**src/rtl/osd_blend_window_pkg.sv**
```systemverilog
// Shared definitions for the OSD window overlay: mix mode codes and frame FSM states.
package osd_pkg;

   localparam logic [1:0] OSD_REPLACE = 2'd0;
   localparam logic [1:0] OSD_AVERAGE = 2'd1;
   localparam logic [1:0] OSD_KEY     = 2'd2;

   typedef enum logic [1:0] {
      WAIT_VS = 2'd0,
      VBLANK  = 2'd1,
      ACTIVE  = 2'd2
   } osd_state_e;

endpackage

```
**src/rtl/osd_blend_window_if.sv**
```systemverilog
// Video stream, window configuration and OSD source signals of the overlay block.
interface osd_blend_window_if #(
   parameter int C_bits  = 8,
   parameter int C_xbits = 11,
   parameter int C_ybits = 11
);
   logic [C_bits-1:0]   i_r, i_g, i_b;
   logic                i_hsync, i_vsync, i_blank;
   logic                i_osd_en;
   logic [1:0]          i_mode, i_zoom;
   logic [C_xbits-1:0]  i_x_start, i_width;
   logic [C_ybits-1:0]  i_y_start, i_height;
   logic [3*C_bits-1:0] i_key;
   logic [C_bits-1:0]   i_osd_r, i_osd_g, i_osd_b;
   logic [C_xbits-1:0]  o_osd_x;
   logic [C_ybits-1:0]  o_osd_y;
   logic                o_osd_req;
   logic [C_bits-1:0]   o_r, o_g, o_b;
   logic                o_hsync, o_vsync, o_blank, o_frame;

   modport master (
      output i_r, i_g, i_b, i_hsync, i_vsync, i_blank, i_osd_en, i_mode, i_zoom,
             i_x_start, i_width, i_y_start, i_height, i_key, i_osd_r, i_osd_g, i_osd_b,
      input  o_osd_x, o_osd_y, o_osd_req, o_r, o_g, o_b, o_hsync, o_vsync, o_blank, o_frame
   );

   modport slave (
      input  i_r, i_g, i_b, i_hsync, i_vsync, i_blank, i_osd_en, i_mode, i_zoom,
             i_x_start, i_width, i_y_start, i_height, i_key, i_osd_r, i_osd_g, i_osd_b,
      output o_osd_x, o_osd_y, o_osd_req, o_r, o_g, o_b, o_hsync, o_vsync, o_blank, o_frame
   );
endinterface

```
**src/rtl/osd_blend_window_delay.sv**
```systemverilog
// Enable-gated shift register of D stages; D=0 is a plain wire.
module osd_delay #(
   parameter int W = 1,
   parameter int D = 1
) (
   input  logic         clk,
   input  logic         rst_n,
   input  logic         ena,
   input  logic [W-1:0] din,
   output logic [W-1:0] dout
);
   generate
      if (D == 0) begin : g_pass
         assign dout = din;
      end else begin : g_sr
         logic [W-1:0] sr_r [D];

         // shift one stage per enabled cycle
         always_ff @(posedge clk or negedge rst_n) begin
            if (!rst_n) begin
               for (int i = 0; i < D; i++) sr_r[i] <= {W{1'b0}};
            end else if (ena) begin
               sr_r[0] <= din;
               for (int i = 1; i < D; i++) sr_r[i] <= sr_r[i-1];
            end
         end

         assign dout = sr_r[D-1];
      end
   endgenerate
endmodule

```
**src/rtl/osd_blend_window.sv**
```systemverilog
// OSD window overlay: frame FSM, screen counters, vsync-latched window config,
// OSD request stage, latency-matching delay and colour mixer.
module osd_blend_window
   import osd_pkg::*;
#(
   parameter int C_bits  = 8,
   parameter int C_xbits = 11,
   parameter int C_ybits = 11,
   parameter int C_lat   = 2
) (
   input  logic clk_pixel,
   input  logic rst_n,
   input  logic clk_pixel_ena,
   osd_blend_window_if.slave bus
);
   localparam int DW = 3*C_bits + 4;
   localparam logic [C_xbits-1:0] X_ONE = {{(C_xbits-1){1'b0}}, 1'b1};
   localparam logic [C_xbits-1:0] X_MAX = {C_xbits{1'b1}};
   localparam logic [C_ybits-1:0] Y_ONE = {{(C_ybits-1){1'b0}}, 1'b1};
   localparam logic [C_ybits-1:0] Y_MAX = {C_ybits{1'b1}};

   osd_state_e          state_r, state_nxt_s;
   logic                vsync_d_r, hsync_d_r, blank_d_r;
   logic                vs_rise_s, hs_rise_s, bl_rise_s;
   logic [C_xbits-1:0]  x_r, xs_r, w_r, dx_s, osd_x_r;
   logic [C_ybits-1:0]  y_r, ys_r, h_r, dy_s, osd_y_r;
   logic [C_xbits:0]    x_end_s;
   logic [C_ybits:0]    y_end_s;
   logic [1:0]          mode_r, zoom_r;
   logic [3*C_bits-1:0] key_r;
   logic                hit_s, osd_req_r, key_hit_s;
   logic [DW-1:0]       dly_in_s, dly_out_s;
   logic [C_bits-1:0]   vid_r_s, vid_g_s, vid_b_s;
   logic                vid_hs_s, vid_vs_s, vid_bl_s, vid_hit_s;
   logic [C_bits:0]     sum_r_s, sum_g_s, sum_b_s;
   logic [C_bits-1:0]   mix_r_s, mix_g_s, mix_b_s;
   logic [C_bits-1:0]   out_r_r, out_g_r, out_b_r;
   logic                out_hs_r, out_vs_r, out_bl_r, frame_r;

   assign vs_rise_s = bus.i_vsync & ~vsync_d_r;
   assign hs_rise_s = bus.i_hsync & ~hsync_d_r;
   assign bl_rise_s = bus.i_blank & ~blank_d_r;

   // frame FSM next state; the first unblanked pixel after vblank already counts as ACTIVE
   always_comb begin
      state_nxt_s = state_r;
      case (state_r)
         WAIT_VS: if (vs_rise_s) state_nxt_s = VBLANK; else state_nxt_s = WAIT_VS;
         VBLANK:  if (vs_rise_s) state_nxt_s = VBLANK;
                  else if (!bus.i_blank) state_nxt_s = ACTIVE;
                  else state_nxt_s = VBLANK;
         ACTIVE:  if (vs_rise_s) state_nxt_s = VBLANK; else state_nxt_s = ACTIVE;
         default: state_nxt_s = WAIT_VS;
      endcase
   end

   // window hit test; end coordinates carry an extra bit so the window clips instead of wrapping
   always_comb begin
      x_end_s = {1'b0, xs_r} + {1'b0, w_r};
      y_end_s = {1'b0, ys_r} + {1'b0, h_r};
      dx_s    = x_r - xs_r;
      dy_s    = y_r - ys_r;
      hit_s   = (state_nxt_s == ACTIVE) && !bus.i_blank &&
                (x_r >= xs_r) && ({1'b0, x_r} < x_end_s) &&
                (y_r >= ys_r) && ({1'b0, y_r} < y_end_s);
   end

   // FSM state, sync edge history, saturating screen counters and vsync-latched config
   always_ff @(posedge clk_pixel or negedge rst_n) begin
      if (!rst_n) begin
         state_r   <= WAIT_VS;
         vsync_d_r <= 1'b0;
         hsync_d_r <= 1'b0;
         blank_d_r <= 1'b0;
         x_r       <= {C_xbits{1'b0}};
         y_r       <= {C_ybits{1'b0}};
         mode_r    <= 2'd0;
         zoom_r    <= 2'd0;
         xs_r      <= {C_xbits{1'b0}};
         w_r       <= {C_xbits{1'b0}};
         ys_r      <= {C_ybits{1'b0}};
         h_r       <= {C_ybits{1'b0}};
         key_r     <= {(3*C_bits){1'b0}};
      end else if (clk_pixel_ena) begin
         state_r   <= state_nxt_s;
         vsync_d_r <= bus.i_vsync;
         hsync_d_r <= bus.i_hsync;
         blank_d_r <= bus.i_blank;
         if (hs_rise_s) x_r <= {C_xbits{1'b0}};
         else if (!bus.i_blank && (x_r != X_MAX)) x_r <= x_r + X_ONE;
         if (vs_rise_s) y_r <= {C_ybits{1'b0}};
         else if (bl_rise_s && (state_r == ACTIVE) && (y_r != Y_MAX)) y_r <= y_r + Y_ONE;
         if (vs_rise_s) begin
            mode_r <= bus.i_mode;
            zoom_r <= bus.i_zoom;
            xs_r   <= bus.i_x_start;
            w_r    <= bus.i_width;
            ys_r   <= bus.i_y_start;
            h_r    <= bus.i_height;
            key_r  <= bus.i_key;
         end
      end
   end

   // OSD request stage; coordinates stay 0 outside the window
   always_ff @(posedge clk_pixel or negedge rst_n) begin
      if (!rst_n) begin
         osd_x_r   <= {C_xbits{1'b0}};
         osd_y_r   <= {C_ybits{1'b0}};
         osd_req_r <= 1'b0;
      end else if (clk_pixel_ena) begin
         osd_x_r   <= hit_s ? (dx_s >> zoom_r) : {C_xbits{1'b0}};
         osd_y_r   <= hit_s ? (dy_s >> zoom_r) : {C_ybits{1'b0}};
         osd_req_r <= hit_s;
      end
   end

   assign dly_in_s = {bus.i_r, bus.i_g, bus.i_b, bus.i_hsync, bus.i_vsync, bus.i_blank,
                      hit_s & bus.i_osd_en};

   osd_delay #(.W(DW), .D(C_lat + 1)) u_delay (
      .clk  (clk_pixel),
      .rst_n(rst_n),
      .ena  (clk_pixel_ena),
      .din  (dly_in_s),
      .dout (dly_out_s)
   );

   assign {vid_r_s, vid_g_s, vid_b_s, vid_hs_s, vid_vs_s, vid_bl_s, vid_hit_s} = dly_out_s;

   // colour mixer on the latency-aligned video and OSD pixel
   always_comb begin
      sum_r_s   = {1'b0, vid_r_s} + {1'b0, bus.i_osd_r};
      sum_g_s   = {1'b0, vid_g_s} + {1'b0, bus.i_osd_g};
      sum_b_s   = {1'b0, vid_b_s} + {1'b0, bus.i_osd_b};
      key_hit_s = ({bus.i_osd_r, bus.i_osd_g, bus.i_osd_b} == key_r);
      mix_r_s   = vid_r_s;
      mix_g_s   = vid_g_s;
      mix_b_s   = vid_b_s;
      if (vid_hit_s) begin
         case (mode_r)
            OSD_REPLACE: begin
               mix_r_s = bus.i_osd_r; mix_g_s = bus.i_osd_g; mix_b_s = bus.i_osd_b;
            end
            OSD_AVERAGE: begin
               mix_r_s = sum_r_s[C_bits:1]; mix_g_s = sum_g_s[C_bits:1]; mix_b_s = sum_b_s[C_bits:1];
            end
            OSD_KEY: begin
               if (key_hit_s) begin
                  mix_r_s = vid_r_s; mix_g_s = vid_g_s; mix_b_s = vid_b_s;
               end else begin
                  mix_r_s = bus.i_osd_r; mix_g_s = bus.i_osd_g; mix_b_s = bus.i_osd_b;
               end
            end
            default: begin
               mix_r_s = bus.i_osd_r; mix_g_s = bus.i_osd_g; mix_b_s = bus.i_osd_b;
            end
         endcase
      end else begin
         mix_r_s = vid_r_s; mix_g_s = vid_g_s; mix_b_s = vid_b_s;
      end
   end

   // output register: mixed colour, aligned timing and frame pulse
   always_ff @(posedge clk_pixel or negedge rst_n) begin
      if (!rst_n) begin
         out_r_r  <= {C_bits{1'b0}};
         out_g_r  <= {C_bits{1'b0}};
         out_b_r  <= {C_bits{1'b0}};
         out_hs_r <= 1'b0;
         out_vs_r <= 1'b0;
         out_bl_r <= 1'b0;
         frame_r  <= 1'b0;
      end else if (clk_pixel_ena) begin
         out_r_r  <= mix_r_s;
         out_g_r  <= mix_g_s;
         out_b_r  <= mix_b_s;
         out_hs_r <= vid_hs_s;
         out_vs_r <= vid_vs_s;
         out_bl_r <= vid_bl_s;
         frame_r  <= vs_rise_s;
      end
   end

   assign bus.o_osd_x   = osd_x_r;
   assign bus.o_osd_y   = osd_y_r;
   assign bus.o_osd_req = osd_req_r;
   assign bus.o_r       = out_r_r;
   assign bus.o_g       = out_g_r;
   assign bus.o_b       = out_b_r;
   assign bus.o_hsync   = out_hs_r;
   assign bus.o_vsync   = out_vs_r;
   assign bus.o_blank   = out_bl_r;
   assign bus.o_frame   = frame_r;
endmodule
```
**src/flat_wrapper.sv**
```systemverilog
// flat-port wrapper written by rule: the top's interface ports become plain ports
module osd_blend_window_flat import osd_pkg::*;
#(
   parameter int C_bits  = 8,
   parameter int C_xbits = 11,
   parameter int C_ybits = 11,
   parameter int C_lat   = 2
)
  (clk_pixel, rst_n, clk_pixel_ena, bus_i_r, bus_i_g, bus_i_b, bus_i_hsync, bus_i_vsync, bus_i_blank, bus_i_osd_en, bus_i_mode, bus_i_zoom, bus_i_x_start, bus_i_width, bus_i_y_start, bus_i_height, bus_i_key, bus_i_osd_r, bus_i_osd_g, bus_i_osd_b, bus_o_osd_x, bus_o_osd_y, bus_o_osd_req, bus_o_r, bus_o_g, bus_o_b, bus_o_hsync, bus_o_vsync, bus_o_blank, bus_o_frame);
  osd_blend_window_if #(.C_bits(C_bits), .C_xbits(C_xbits), .C_ybits(C_ybits)) bus_i ();
  input  logic clk_pixel;
  input  logic rst_n;
  input  logic clk_pixel_ena;
  input wire logic [$bits(bus_i.i_r)-1:0] bus_i_r;
  input wire logic [$bits(bus_i.i_g)-1:0] bus_i_g;
  input wire logic [$bits(bus_i.i_b)-1:0] bus_i_b;
  input wire logic [$bits(bus_i.i_hsync)-1:0] bus_i_hsync;
  input wire logic [$bits(bus_i.i_vsync)-1:0] bus_i_vsync;
  input wire logic [$bits(bus_i.i_blank)-1:0] bus_i_blank;
  input wire logic [$bits(bus_i.i_osd_en)-1:0] bus_i_osd_en;
  input wire logic [$bits(bus_i.i_mode)-1:0] bus_i_mode;
  input wire logic [$bits(bus_i.i_zoom)-1:0] bus_i_zoom;
  input wire logic [$bits(bus_i.i_x_start)-1:0] bus_i_x_start;
  input wire logic [$bits(bus_i.i_width)-1:0] bus_i_width;
  input wire logic [$bits(bus_i.i_y_start)-1:0] bus_i_y_start;
  input wire logic [$bits(bus_i.i_height)-1:0] bus_i_height;
  input wire logic [$bits(bus_i.i_key)-1:0] bus_i_key;
  input wire logic [$bits(bus_i.i_osd_r)-1:0] bus_i_osd_r;
  input wire logic [$bits(bus_i.i_osd_g)-1:0] bus_i_osd_g;
  input wire logic [$bits(bus_i.i_osd_b)-1:0] bus_i_osd_b;
  output wire logic [$bits(bus_i.o_osd_x)-1:0] bus_o_osd_x;
  output wire logic [$bits(bus_i.o_osd_y)-1:0] bus_o_osd_y;
  output wire logic [$bits(bus_i.o_osd_req)-1:0] bus_o_osd_req;
  output wire logic [$bits(bus_i.o_r)-1:0] bus_o_r;
  output wire logic [$bits(bus_i.o_g)-1:0] bus_o_g;
  output wire logic [$bits(bus_i.o_b)-1:0] bus_o_b;
  output wire logic [$bits(bus_i.o_hsync)-1:0] bus_o_hsync;
  output wire logic [$bits(bus_i.o_vsync)-1:0] bus_o_vsync;
  output wire logic [$bits(bus_i.o_blank)-1:0] bus_o_blank;
  output wire logic [$bits(bus_i.o_frame)-1:0] bus_o_frame;
  assign bus_i.i_r = bus_i_r;
  assign bus_i.i_g = bus_i_g;
  assign bus_i.i_b = bus_i_b;
  assign bus_i.i_hsync = bus_i_hsync;
  assign bus_i.i_vsync = bus_i_vsync;
  assign bus_i.i_blank = bus_i_blank;
  assign bus_i.i_osd_en = bus_i_osd_en;
  assign bus_i.i_mode = bus_i_mode;
  assign bus_i.i_zoom = bus_i_zoom;
  assign bus_i.i_x_start = bus_i_x_start;
  assign bus_i.i_width = bus_i_width;
  assign bus_i.i_y_start = bus_i_y_start;
  assign bus_i.i_height = bus_i_height;
  assign bus_i.i_key = bus_i_key;
  assign bus_i.i_osd_r = bus_i_osd_r;
  assign bus_i.i_osd_g = bus_i_osd_g;
  assign bus_i.i_osd_b = bus_i_osd_b;
  assign bus_o_osd_x = bus_i.o_osd_x;
  assign bus_o_osd_y = bus_i.o_osd_y;
  assign bus_o_osd_req = bus_i.o_osd_req;
  assign bus_o_r = bus_i.o_r;
  assign bus_o_g = bus_i.o_g;
  assign bus_o_b = bus_i.o_b;
  assign bus_o_hsync = bus_i.o_hsync;
  assign bus_o_vsync = bus_i.o_vsync;
  assign bus_o_blank = bus_i.o_blank;
  assign bus_o_frame = bus_i.o_frame;
  osd_blend_window #(.C_bits(C_bits), .C_xbits(C_xbits), .C_ybits(C_ybits), .C_lat(C_lat)) u_core (.clk_pixel(clk_pixel), .rst_n(rst_n), .clk_pixel_ena(clk_pixel_ena), .bus(bus_i));
endmodule
```
**config.mk**
```make
export PLATFORM = sky130hd
export DESIGN_NAME = osd_blend_window_flat
export DESIGN_NICKNAME = d
export VERILOG_FILES = /design/src/rtl/osd_blend_window_pkg.sv /design/src/rtl/osd_blend_window_if.sv /design/src/rtl/osd_blend_window_delay.sv /design/src/rtl/osd_blend_window.sv /design/src/flat_wrapper.sv
export SDC_FILE = /design/constraint.sdc
export NUM_CORES = 1
export LEC_CHECK = 0
export CORE_MARGIN = 2
export CORE_UTILIZATION = 45
export DETAILED_ROUTE_END_ITERATION = 12
export PLACE_DENSITY = 0.67
export SYNTH_ARGS = -nofsm -noshare
export SYNTH_HDL_FRONTEND = slang
export SYNTH_SLANG_ARGS = --single-unit
```
**constraint.sdc**
```tcl
create_clock -name clk_pixel -period 3.6 [get_ports clk_pixel]
set_input_delay 0.72 -clock clk_pixel [delete_from_list [all_inputs] [get_ports clk_pixel]]
set_output_delay 0.72 -clock clk_pixel [all_outputs]
set_load 0.005 [all_outputs]
```
==> reports/results.ini, run 1 <==
[status]
status=complete, but fails checks
violations=negative setup slack

[power]
peakVddDrop_mv=0.354
p_per_area_mw_per_mm2=529
p_leak_nw=7.72

[worst_setup_path]
end_kind=flop
crit_family=compound AO/OA/AOI/OAI gates
startpoint=u_core.h_r[0]
start_kind=flop
r2r-start=u_core.h_r[0]
worstPathRequired_ps=4060
path_buf_inv=3
worstSetupPathType=reg2reg
crit_chain=ha_2 -> inv_2 -> fa_2 -> nor2b_1 -> o21ai_1 -> a21boi_1 -> o21ai_2 -> a21oi_2 -> nor2_2 -> xor2_1 -> ha_2 -> or4_4 -> a211oi_2 -> o21ai_1 -> o211ai_1 -> nand4_1 -> buf_6 -> buf_8 -> o2bb2ai_2
worstPathMaxFanout=7
cpPeakStageDelay_ps=520
reg2reg_slack_ps=-80
critPathSlowestCell=or4_4
worst_ep_arrival_time_ps=4140

[cts]
cts_buffers=26
clk_pin_slew_worst_paths_ps=60
clockBufferDepth=3
cts.sinks=231
tritoncts=built
cts.htree.levels=1
cts_root_buf=clkbuf_16
clock_latency_ps=540
cts_hold_buffers=0

[global_routing]
grt_start_max_net_pins=63
grt_pass1_vias=11191
grt_antenna_before_repair=0
grt_pass1_wl_mm=58.8
overflow=0
groute.usage.overall=0.231

[synth]
synth_warnings=0
ys_types=74
synth_fp_nets=1668
synth_ff_type=dfrtp_1
synth.area.top_cells=dfrtp_1 42%, ha_1 8.1%, mux2_2 6.5%
ys_async_sr_fraction=1.00
synth_top_area_frac=0.419
synth_area_mm2=0.0138
synthCells=1445
ys_ff_latch=231
synth.largest_area_cell=dfrtp_1
synth_edf_count=0
ys_seq_area_frac=0.419
synth.avg_cell_area_um2=9.55

[detailed_routing]
avgRoutedWirePerCell_um=18.4
vias_per_cell=5.66
dr_wl_met2_mm=17.0
top_layer_used=met4
m1WireLength_mm=17.3
drt_pass1_iterations=7
drt-total-wl_mm=37.7
drc=0
vias=11593
postRouteAntennaNets=0
routed-wl-met3_mm=2.16
drt_iter0_markers=791

[sta]
fin_crit_sh=1.02
hold_violations=0
drv_slew=0
setup-tns-final_ps=-913
setup_viol=17
rsz0062_at_grt=yes
skew_ps=8.68
fin_ws_ps=-75.4
worst_slew_pin_slew_ps=751
relSlewSlack=0.499
min_period_ps=3680
fmax_ghz=0.272

[run]
maxCapViolations=0

[floorplanning]
fp.dieArea_mm2=0.0321
num_rows=64
core_area_mm2=0.0304
start_util=0.454
pin_count=178
dieHeight_um=179
die_x_um=179

[cells_and_area]
fillers=2698
final_util=0.572
final_cell_mix=234 x nand2_1, 231 x dfrtp_1, 175 x clkdlybuf4s50_1, 103 x o21ai_0, 84 x ha_1
layout_commonest_cell=nand2_1
drive_above_1_share=0.143
nets=1858
syn_to_final_growth_pct=26.1
diodes=0

[worst_hold_path]
hold_path_class=in2async

[place]
pre_cts_slack_ps=-380
port_buffers=177
hpwl_mm=27.1
routabilityCongestion=0.869

-- power breakdown --
group / total (mW) / switching [mW] / internal [mW] / leakage (nW)
Clock: 2.84 / 1.06 / 1.77 / 0.447
Sequential: 3.30 / 0.333 / 2.97 / 2.87
Combinational: 3.07 / 1.63 / 1.44 / 4.40
Total: 9.21 / 3.03 / 6.18 / 7.72
-- synthesized netlist by cell type (all sizes together), types with 8 or more instances --
cell,number
or2,10
dfrtp,231
xor2,38
nand3,26
nor2,82
nand2b,13
a21oi,74
nor4,8
o21a,15
or3,14
o2bb2ai,12
o21ai,109
o211ai,11
a21o,15
ha,89
nand4,10
a211oi,8
nor3,16
xnor2,32
mux2i,15
inv,61
and2,9
mux2,89
a221oi,31
nand2,235
clkbuf,55
nor2b,18
nand3b,18
-- final cells by class --
type / count / area (um^2) / share of cell area
Tap cell: 396 / 495 / 0.0285
Timing Repair Buffer: 224 / 2180 / 0.125
Sequential cell: 231 / 5780 / 0.332
Clock inverter: 7 / 138 / 0.00791
Multi-Input combinational cell: 1089 / 7790 / 0.448
Inverter: 63 / 236 / 0.0136
Clock buffer: 39 / 781 / 0.0449
-- kinds of logic (layout without fill, tap and decap cells) --
family	count (synthesis)	in the layout	share of synthesized area
AOI/OAI and AO/OA	340	340	0.167
xor gates and xnor gates	70	70	0.0444
adders and majority gates	96	96	0.0908
buffers and inverters	125	333	0.0353
DFF	231	231	0.419
muxes	104	104	0.0835
and+or+nand+nor	479	479	0.161
-- flip-flops by register name, summed over array words and instances (netlist names), 2 cells and up --
name / flops
u_core.bus.o_r: 8
u_core.u_delay.dout: 28
u_core.bus.o_osd_x: 11
u_core.w_r: 11
u_core.h_r: 11
u_core.xs_r: 11
u_core.y_r: 11
u_core.mode_r: 2
u_core.bus.o_g: 8
u_core.zoom_r: 2
u_core.state_r: 2
u_core.x_r: 11
u_core.u_delay.g_sr.sr_r: 56
u_core.bus.o_osd_y: 11
u_core.key_r: 24
u_core.ys_r: 11
u_core.bus.o_b: 8
-- routing by layer --
| metal | vias up | GRT usage |
|---|---|---|
| met5 | - | 0 |
| met4 | 0 | 0.0729 |
| met3 | 66 | 0.0320 |
| met2 | 365 | 0.370 |
| met1 | 5635 | 0.324 |
| li1 | 5527 | - |
-- repair_timing --
action                                  4_1_cts  5_1_grt
pin swaps                                    16       29
resized for setup                            33       21
gates cloned                                  1        0
endpoints found under the setup margin       24       24
buffers inserted                              4        5
-- through the flow --
| step | instances | total power, mW | hold slack [ps] | instance area (um^2) |
|---|---|---|---|---|
| 6_report | 2049 | 9.21 | 105 | 17400 |
| 3_3_place_gp | 1994 | 6.17 | 462 | 16200 |
| 4_1_cts | 2044 | 9.19 | 109 | 17200 |
| 3_5_place_dp | 1994 | 6.23 | 471 | 16200 |
| 2_1_floorplan | 1445 | 5.23 | 424 | 13800 |
| 5_1_grt | 2049 | 9.77 | 123 | 17400 |
-- path summary, 6_finish.rpt --
kind / end / cells past startpoint
max: u_core.bus.o_osd_x[8] / 19
min: u_core.ys_r[5] / 1
max reg2reg: u_core.bus.o_osd_x[8] / 19
min reg2reg: u_core.u_delay.dout[12] / 2
max in group asynchronous: u_core.u_delay.g_sr.sr_r[47] / 2
min in group clk_pixel: u_core.u_delay.dout[12] / 2
(Power assumes the default switching activity.)
==> run 2: changes to the inputs <==
CORE_MARGIN = unset   (was 2)
==> reports/results.ini, run 2 (same netlist as run 1, synthesis figures left out) <==
[worst_setup_path]
worstSetupPathType=reg2reg
ff2ff_path_depth=19  ; unchanged
worstPathMaxFanout=8  ; +1
start_kind=flop
worstPathRequired_ps=4070  ; about the same
worst_ep_arrival_time_ps=4120  ; -20 ps
end_kind=flop

[place]
routabilityCongestion=0.890  ; +2.3%
placed_cells=1981  ; -0.65%
port_buffers=177  ; unchanged
pre_cts_slack_ps=-430  ; -49.7 ps
hpwl_mm=26.6  ; -1.7%

[detailed_routing]
vias=11498  ; -0.82%
drt_iter0_markers=872  ; +10%
m1WireLength_mm=16.6  ; -3.6%
top_layer_used=met5
dr_wl_met2_mm=17.2  ; +0.95%
postRouteAntennaNets=0  ; unchanged
avgRoutedWirePerCell_um=18.2  ; -1.0%
routed-wl-met3_mm=2.06  ; -4.7%
drt_pass1_iterations=7  ; unchanged
drc=0  ; unchanged
vias_per_cell=5.64  ; -0.38%
drt-total-wl_mm=37.1  ; -1.5%

[cells_and_area]
layout_commonest_cell=nand2_1
fillers=2617  ; -3.0%
nets=1852  ; -0.32%
final_cell_mix=234 x nand2_1, 231 x dfrtp_1, 175 x clkdlybuf4s50_1, 102 x o21ai_0, 83 x ha_1
largest_reg_flops=56  ; unchanged
final_cells=2040  ; -0.44%
regArea_mm2=0.00578  ; unchanged
diodes=0  ; unchanged
syn_to_final_growth_pct=25.6
multiInputGateArea_mm2=0.00776  ; -0.35%
drive_above_1_share=0.139  ; -0.00398
top_register=u_core.u_delay.g_sr.sr_r

[sta]
skew_ps=12.4  ; +3.74 ps
fin_ws_ps=-48.4  ; +27.0 ps
hold_ws_ps=152  ; +46.8 ps
setup_viol=16  ; -1
hold_violations=0  ; unchanged
rsz0062_at_grt=yes
fmax_ghz=0.274  ; +0.74%
min_period_ps=3650  ; -27.0 ps
worst_slew_pin_slew_ps=775  ; +24.6 ps
setup-tns-final_ps=-431  ; +483 ps
relSlewSlack=0.483  ; -0.0164
fin_crit_sh=1.01  ; -0.00751
drv_slew=0  ; unchanged

[cts]
tritoncts=built
clockBufferDepth=3  ; unchanged
clk_pin_slew_worst_paths_ps=60  ; about the same
cts.htree.levels=1  ; unchanged
cts_buffers=27  ; +3.8%
cts_root_buf=clkbuf_16
clock_latency_ps=550  ; about the same
cts.sinks=231  ; unchanged

[global_routing]
grt_start_max_net_pins=84  ; +33%
grt_pass1_vias=11361  ; +1.5%
grt_pass1_wl_mm=59.6  ; +1.3%
groute.usage.overall=0.240  ; +0.00846
overflow=0  ; unchanged
grt_antenna_before_repair=2  ; +2

[power]
finalPower_mw=9.23  ; +0.20%
peakVddDrop_mv=0.395  ; +12%
p_per_area_mw_per_mm2=532  ; +0.60%
p_leak_nw=7.69  ; -0.47%

[status]
violations=negative setup slack
status=complete, but fails checks

[floorplanning]
dieHeight_um=177  ; -1.1%
core_area_mm2=0.0299  ; -1.8%
num_rows=63  ; -1.6%
fp.dieArea_mm2=0.0314  ; -2.2%
die_x_um=177  ; -1.1%
start_util=0.462  ; +0.00842
pin_count=178  ; unchanged

[worst_hold_path]
hold_path_class=in2async

[run]
maxCapViolations=0  ; unchanged

[run 2: cell types whose count changed in the layout (fill, tap and decap cells not counted), moves of 2 or more]
cell / previous run / this run
clkinv_2: 2 / 4
buf_4: 41 / 33
inv_6: 0 / 2
o2bb2ai_1: 1 / 4
o2bb2ai_4: 5 / 2
[run 2: repair_timing]
action                                  CTS  global route
endpoints found under the setup margin   24            24
gates resized for setup                  26            24
buffers inserted                          7             3
hold buffers                              0             0
pin swaps                                11            26
cloned                                    0             1
[run 2: metal layers]
metal | global-route usage | vias to the layer above
met2 | 0.384 | 351
met5 | 0 | -
met4 | 0.0830 | 2
li1 | - | 5520
met3 | 0.0382 | 64
met1 | 0.327 | 5561
[run 2: area by class of cell]
| type | instances | area share |
|---|---|---|
| clock buffer | 39 | 0.0450 |
| clock inverter | 11 | 0.00895 |
| inverter | 63 | 0.0136 |
| multi-input combinational | 1090 | 0.448 |
| sequential | 231 | 0.333 |
| tap | 390 | 0.0282 |
| timing repair buffer | 216 | 0.123 |
[run 2: power breakdown]
| part | internal, mW | switching, mW |
|---|---|---|
| sequential | 2.97 | 0.325 |
| clock | 1.73 | 1.14 |
| combinational | 1.44 | 1.62 |
| total | 6.15 | 3.08 |
[run 2: critical path, cell delays in order, from the launching register on]
cell and delay [ps]:
dfrtp_1 350, ha_2 200, inv_2 50, fa_2 370, nor2b_2 130, o21ai_2 70, a21boi_1 150, o21ai_1 110
a21oi_2 210, o211a_1 150, a211oi_1 40, ha_2 190, or4_4 520, a211oi_2 160, o21ai_1 110, o211ai_1 160
nand4_1 160, buf_6 170, buf_8 140, o2bb2ai_1 140
[run 2: worst paths after layout]
kind | start | to | slack [ps]
max | u_core.ys_r[0] | u_core.bus.o_osd_x[5] | -50
min reg2reg | u_core.u_delay.g_sr.sr_r[48] | u_core.u_delay.dout[20] | 480
min in group clk_pixel | u_core.u_delay.g_sr.sr_r[48] | u_core.u_delay.dout[20] | 480
max reg2reg | u_core.ys_r[0] | u_core.bus.o_osd_x[5] | -50
min | rst_n | u_core.h_r[4] | 150
max in group asynchronous | rst_n | u_core.bus.o_r[1] | 2550
[run 2: per-stage QoR]
| stage | util | instance area, um^2 |
|---|---|---|
| 2_1_floorplan | - | 13800 |
| 3_3_place_gp | 0.539 | 16100 |
| 3_5_place_dp | 0.539 | 16100 |
| 4_1_cts | 0.575 | 17200 |
| 5_1_grt | 0.580 | 17300 |
| 6_report | 0.580 | 17300 |
==> run 3: changes to the inputs <==
ABC_AREA = 1   (was unset)
PLACE_DENSITY = 0.66   (was 0.67)
==> reports/results.ini, run 3 <==
[sta]
relSlewSlack=0.225  ; -0.258
fmax_ghz=0.312  ; +14%
min_period_ps=3200  ; -443 ps
worst_slew_pin_slew_ps=1160  ; +387 ps
skew_ps=13.7  ; +1.30 ps
fin_crit_sh=0.890  ; -0.123
rsz0062_at_grt=no
hold_violations=0  ; unchanged
setup-tns-final_ps=0  ; +431 ps
setup_viol=0  ; -16
drv_slew=0  ; unchanged

[worst_setup_path]
start_kind=flop
end_kind=flop
cpPeakStageDelay_ps=400  ; -120 ps
r2r-start=u_core.ys_r[0]
crit_path_frequent_cell=inv_1
worstPathRequired_ps=4100  ; +30 ps
ff2ff_path_depth=18  ; -1
crit_family=adder cells
crit_chain=ha_1 -> inv_1 -> fa_1 -> inv_1 -> a31oi_1 -> o21ai_0 -> a21oi_1 -> o21bai_1 -> xnor2_1 -> ha_1 -> nand2_1 -> inv_1 -> nand4_1 -> nand3_1 -> nor2_4 -> buf_4 -> nand3_1 -> nand2_1
critPathSlowestCell=fa_1
r2r_end=u_core.bus.o_osd_y[9]
worst_ep_arrival_time_ps=3700  ; -420 ps
path_buf_inv=4  ; +1
worstSetupPathType=reg2reg
reg2reg_slack_ps=400  ; +440 ps
worstPathMaxFanout=23  ; +15
cp_num_cells=18  ; -1

[cells_and_area]
final_cells=2599  ; +27%
drive_above_1_share=0.0451  ; -0.0943
layout_commonest_cell=nand2_1
diodes=0  ; unchanged
final_util=0.558  ; -0.0225
syn_to_final_growth_pct=21.8
largest_reg_flops=56  ; unchanged
final_cell_mix=716 x nand2_1, 231 x dfrtp_1, 216 x inv_1, 176 x nand3_1, 175 x clkdlybuf4s50_1
top_register=u_core.u_delay.g_sr.sr_r
nets=2400  ; +30%

[status]
status=finished clean

[global_routing]
grt_start_max_net_pins=89  ; +6.0%
grt_pass1_wl_mm=66.9  ; +12%
grt_pass1_vias=13114  ; +15%
overflow=0  ; unchanged
grt_antenna_before_repair=0  ; -2
groute.usage.overall=0.251  ; +0.0112

[synth]
synth_top_area_frac=0.400  ; -0.0188
ys_types=40  ; -46%
synth.avg_cell_area_um2=7.15  ; -25%
synth_ff_type=dfrtp_1
synth.area.top_cells=dfrtp_1 40%, nand2_1 19%, ha_1 7.7%
synth.largest_area_cell=dfrtp_1
synth_fp_nets=2244  ; +35%
ys_seq_area_frac=0.400  ; -0.0188
synth_most_common_cell=nand2_1
synthCells=2021  ; +40%
synth_edf_count=0  ; unchanged
synth_area_mm2=0.0145  ; +4.7%
ys_async_sr_fraction=1.00  ; unchanged
ys_ff_latch=231  ; unchanged
synth_commonest_cells=716 x nand2_1, 231 x dfrtp_1, 217 x inv_1
synth_warnings=0  ; unchanged

[detailed_routing]
avgRoutedWirePerCell_um=15.5  ; -15%
vias_per_cell=5.17  ; -8.2%
drc=0  ; unchanged
drt-total-wl_mm=40.4  ; +8.7%
vias=13441  ; +17%
drt_iter0_markers=886  ; +1.6%
drt_pass1_iterations=6  ; -1
postRouteAntennaNets=0  ; unchanged

[place]
routabilityCongestion=0.946  ; +6.3%
port_buffers=177  ; unchanged
placed_cells=2550  ; +29%
hpwl_mm=29.5  ; +11%

[cts]
cts.sinks=231  ; unchanged
post-cts-setup-buffers=0  ; -7
clk_pin_slew_worst_paths_ps=60  ; about the same
cts_buffers=27  ; unchanged
cts.htree.levels=1  ; unchanged
cts.repair.resized=0  ; -100%
tritoncts=built
cts_hold_buffers=0  ; unchanged
clockBufferDepth=3  ; unchanged
clock_latency_ps=560  ; about the same
cts_root_buf=clkbuf_16

[power]
p_leak_nw=8.87  ; +15%
peakVddDrop_mv=0.391  ; -0.81%
p_per_area_mw_per_mm2=527  ; -1.1%

[floorplanning]
pin_count=178  ; unchanged
core_area_mm2=0.0316  ; +5.6%
fp.dieArea_mm2=0.0328  ; +4.6%
dieHeight_um=181  ; +2.3%
die_x_um=181  ; +2.3%
start_util=0.458  ; -0.00406
num_rows=65  ; +3.2%

[worst_hold_path]
hold_path_class=in2async

[run]
maxCapViolations=0  ; unchanged

[run 3: cell families after synthesis]
logic type               after synthesis  share of synthesized area
XOR/XNOR                              33                     0.0200
AND/OR/NAND/NOR                     1060                      0.302
adder cells (fa/ha/maj)               96                     0.0868
buffers and inverters                292                     0.0784
flip-flops                           231                      0.400
AO/OA/AOI/OAI                        309                      0.113
[run 3: per-stage QoR]
step	setup slack, ps	total power [mW]	instance area (um^2)	hold WS [ps]
floorplan	834	5.36	14500	424
finish	395	9.27	17600	87.4
detailed placement	407	6.36	16600	459
CTS	382	9.35	17600	111
global route	71.7	9.97	17600	123
global placement	466	6.32	16600	455
[run 3: power breakdown]
group | total (mW) | internal, mW | switching [mW]
clock | 2.94 | 1.79 | 1.14
sequential | 3.19 | 2.93 | 0.259
combinational | 3.14 | 1.22 | 1.91
[run 3: cell type report]
class                      instances  area, um^2
fill                            3027       14000
multi-input combinational       1498        7540
sequential                       231        5780
timing repair buffer             202        2000
inverter                         217         816
clock buffer                      37         773
tap                              402         503
clock inverter                    12         184
[run 3: worst register-to-register path, stage by stage, from the launching register on]
cell      delay (ps)
dfrtp_1          370
ha_1             190
inv_1             60
fa_1             400
inv_1             90
a31oi_1          100
o21ai_0          280
a21oi_1          110
o21bai_1         170
xnor2_1          140
ha_1             250
nand2_1           70
inv_1             50
nand4_1           80
nand3_1          200
nor2_4           150
buf_4            260
nand3_1          100
nand2_1           90
[run 3: worst max path at each step]
stage,endpoint,from
2_1_floorplan,u_core.bus.o_osd_y[1],u_core.xs_r[0]
3_3_place_gp,u_core.bus.o_osd_x[9],u_core.ys_r[0]
3_5_place_dp,u_core.bus.o_osd_y[9],u_core.ys_r[0]
4_1_cts,u_core.bus.o_osd_y[9],u_core.ys_r[0]
5_1_grt,u_core.bus.o_osd_x[9],u_core.ys_r[0]
6_report,u_core.bus.o_osd_y[9],u_core.ys_r[0]
[run 3: metal layers]
metal / share of wire / track usage
met5: 0 / 0
met4: 0.022 / 0.0614
met3: 0.053 / 0.0329
met2: 0.45 / 0.403
met1: 0.48 / 0.357
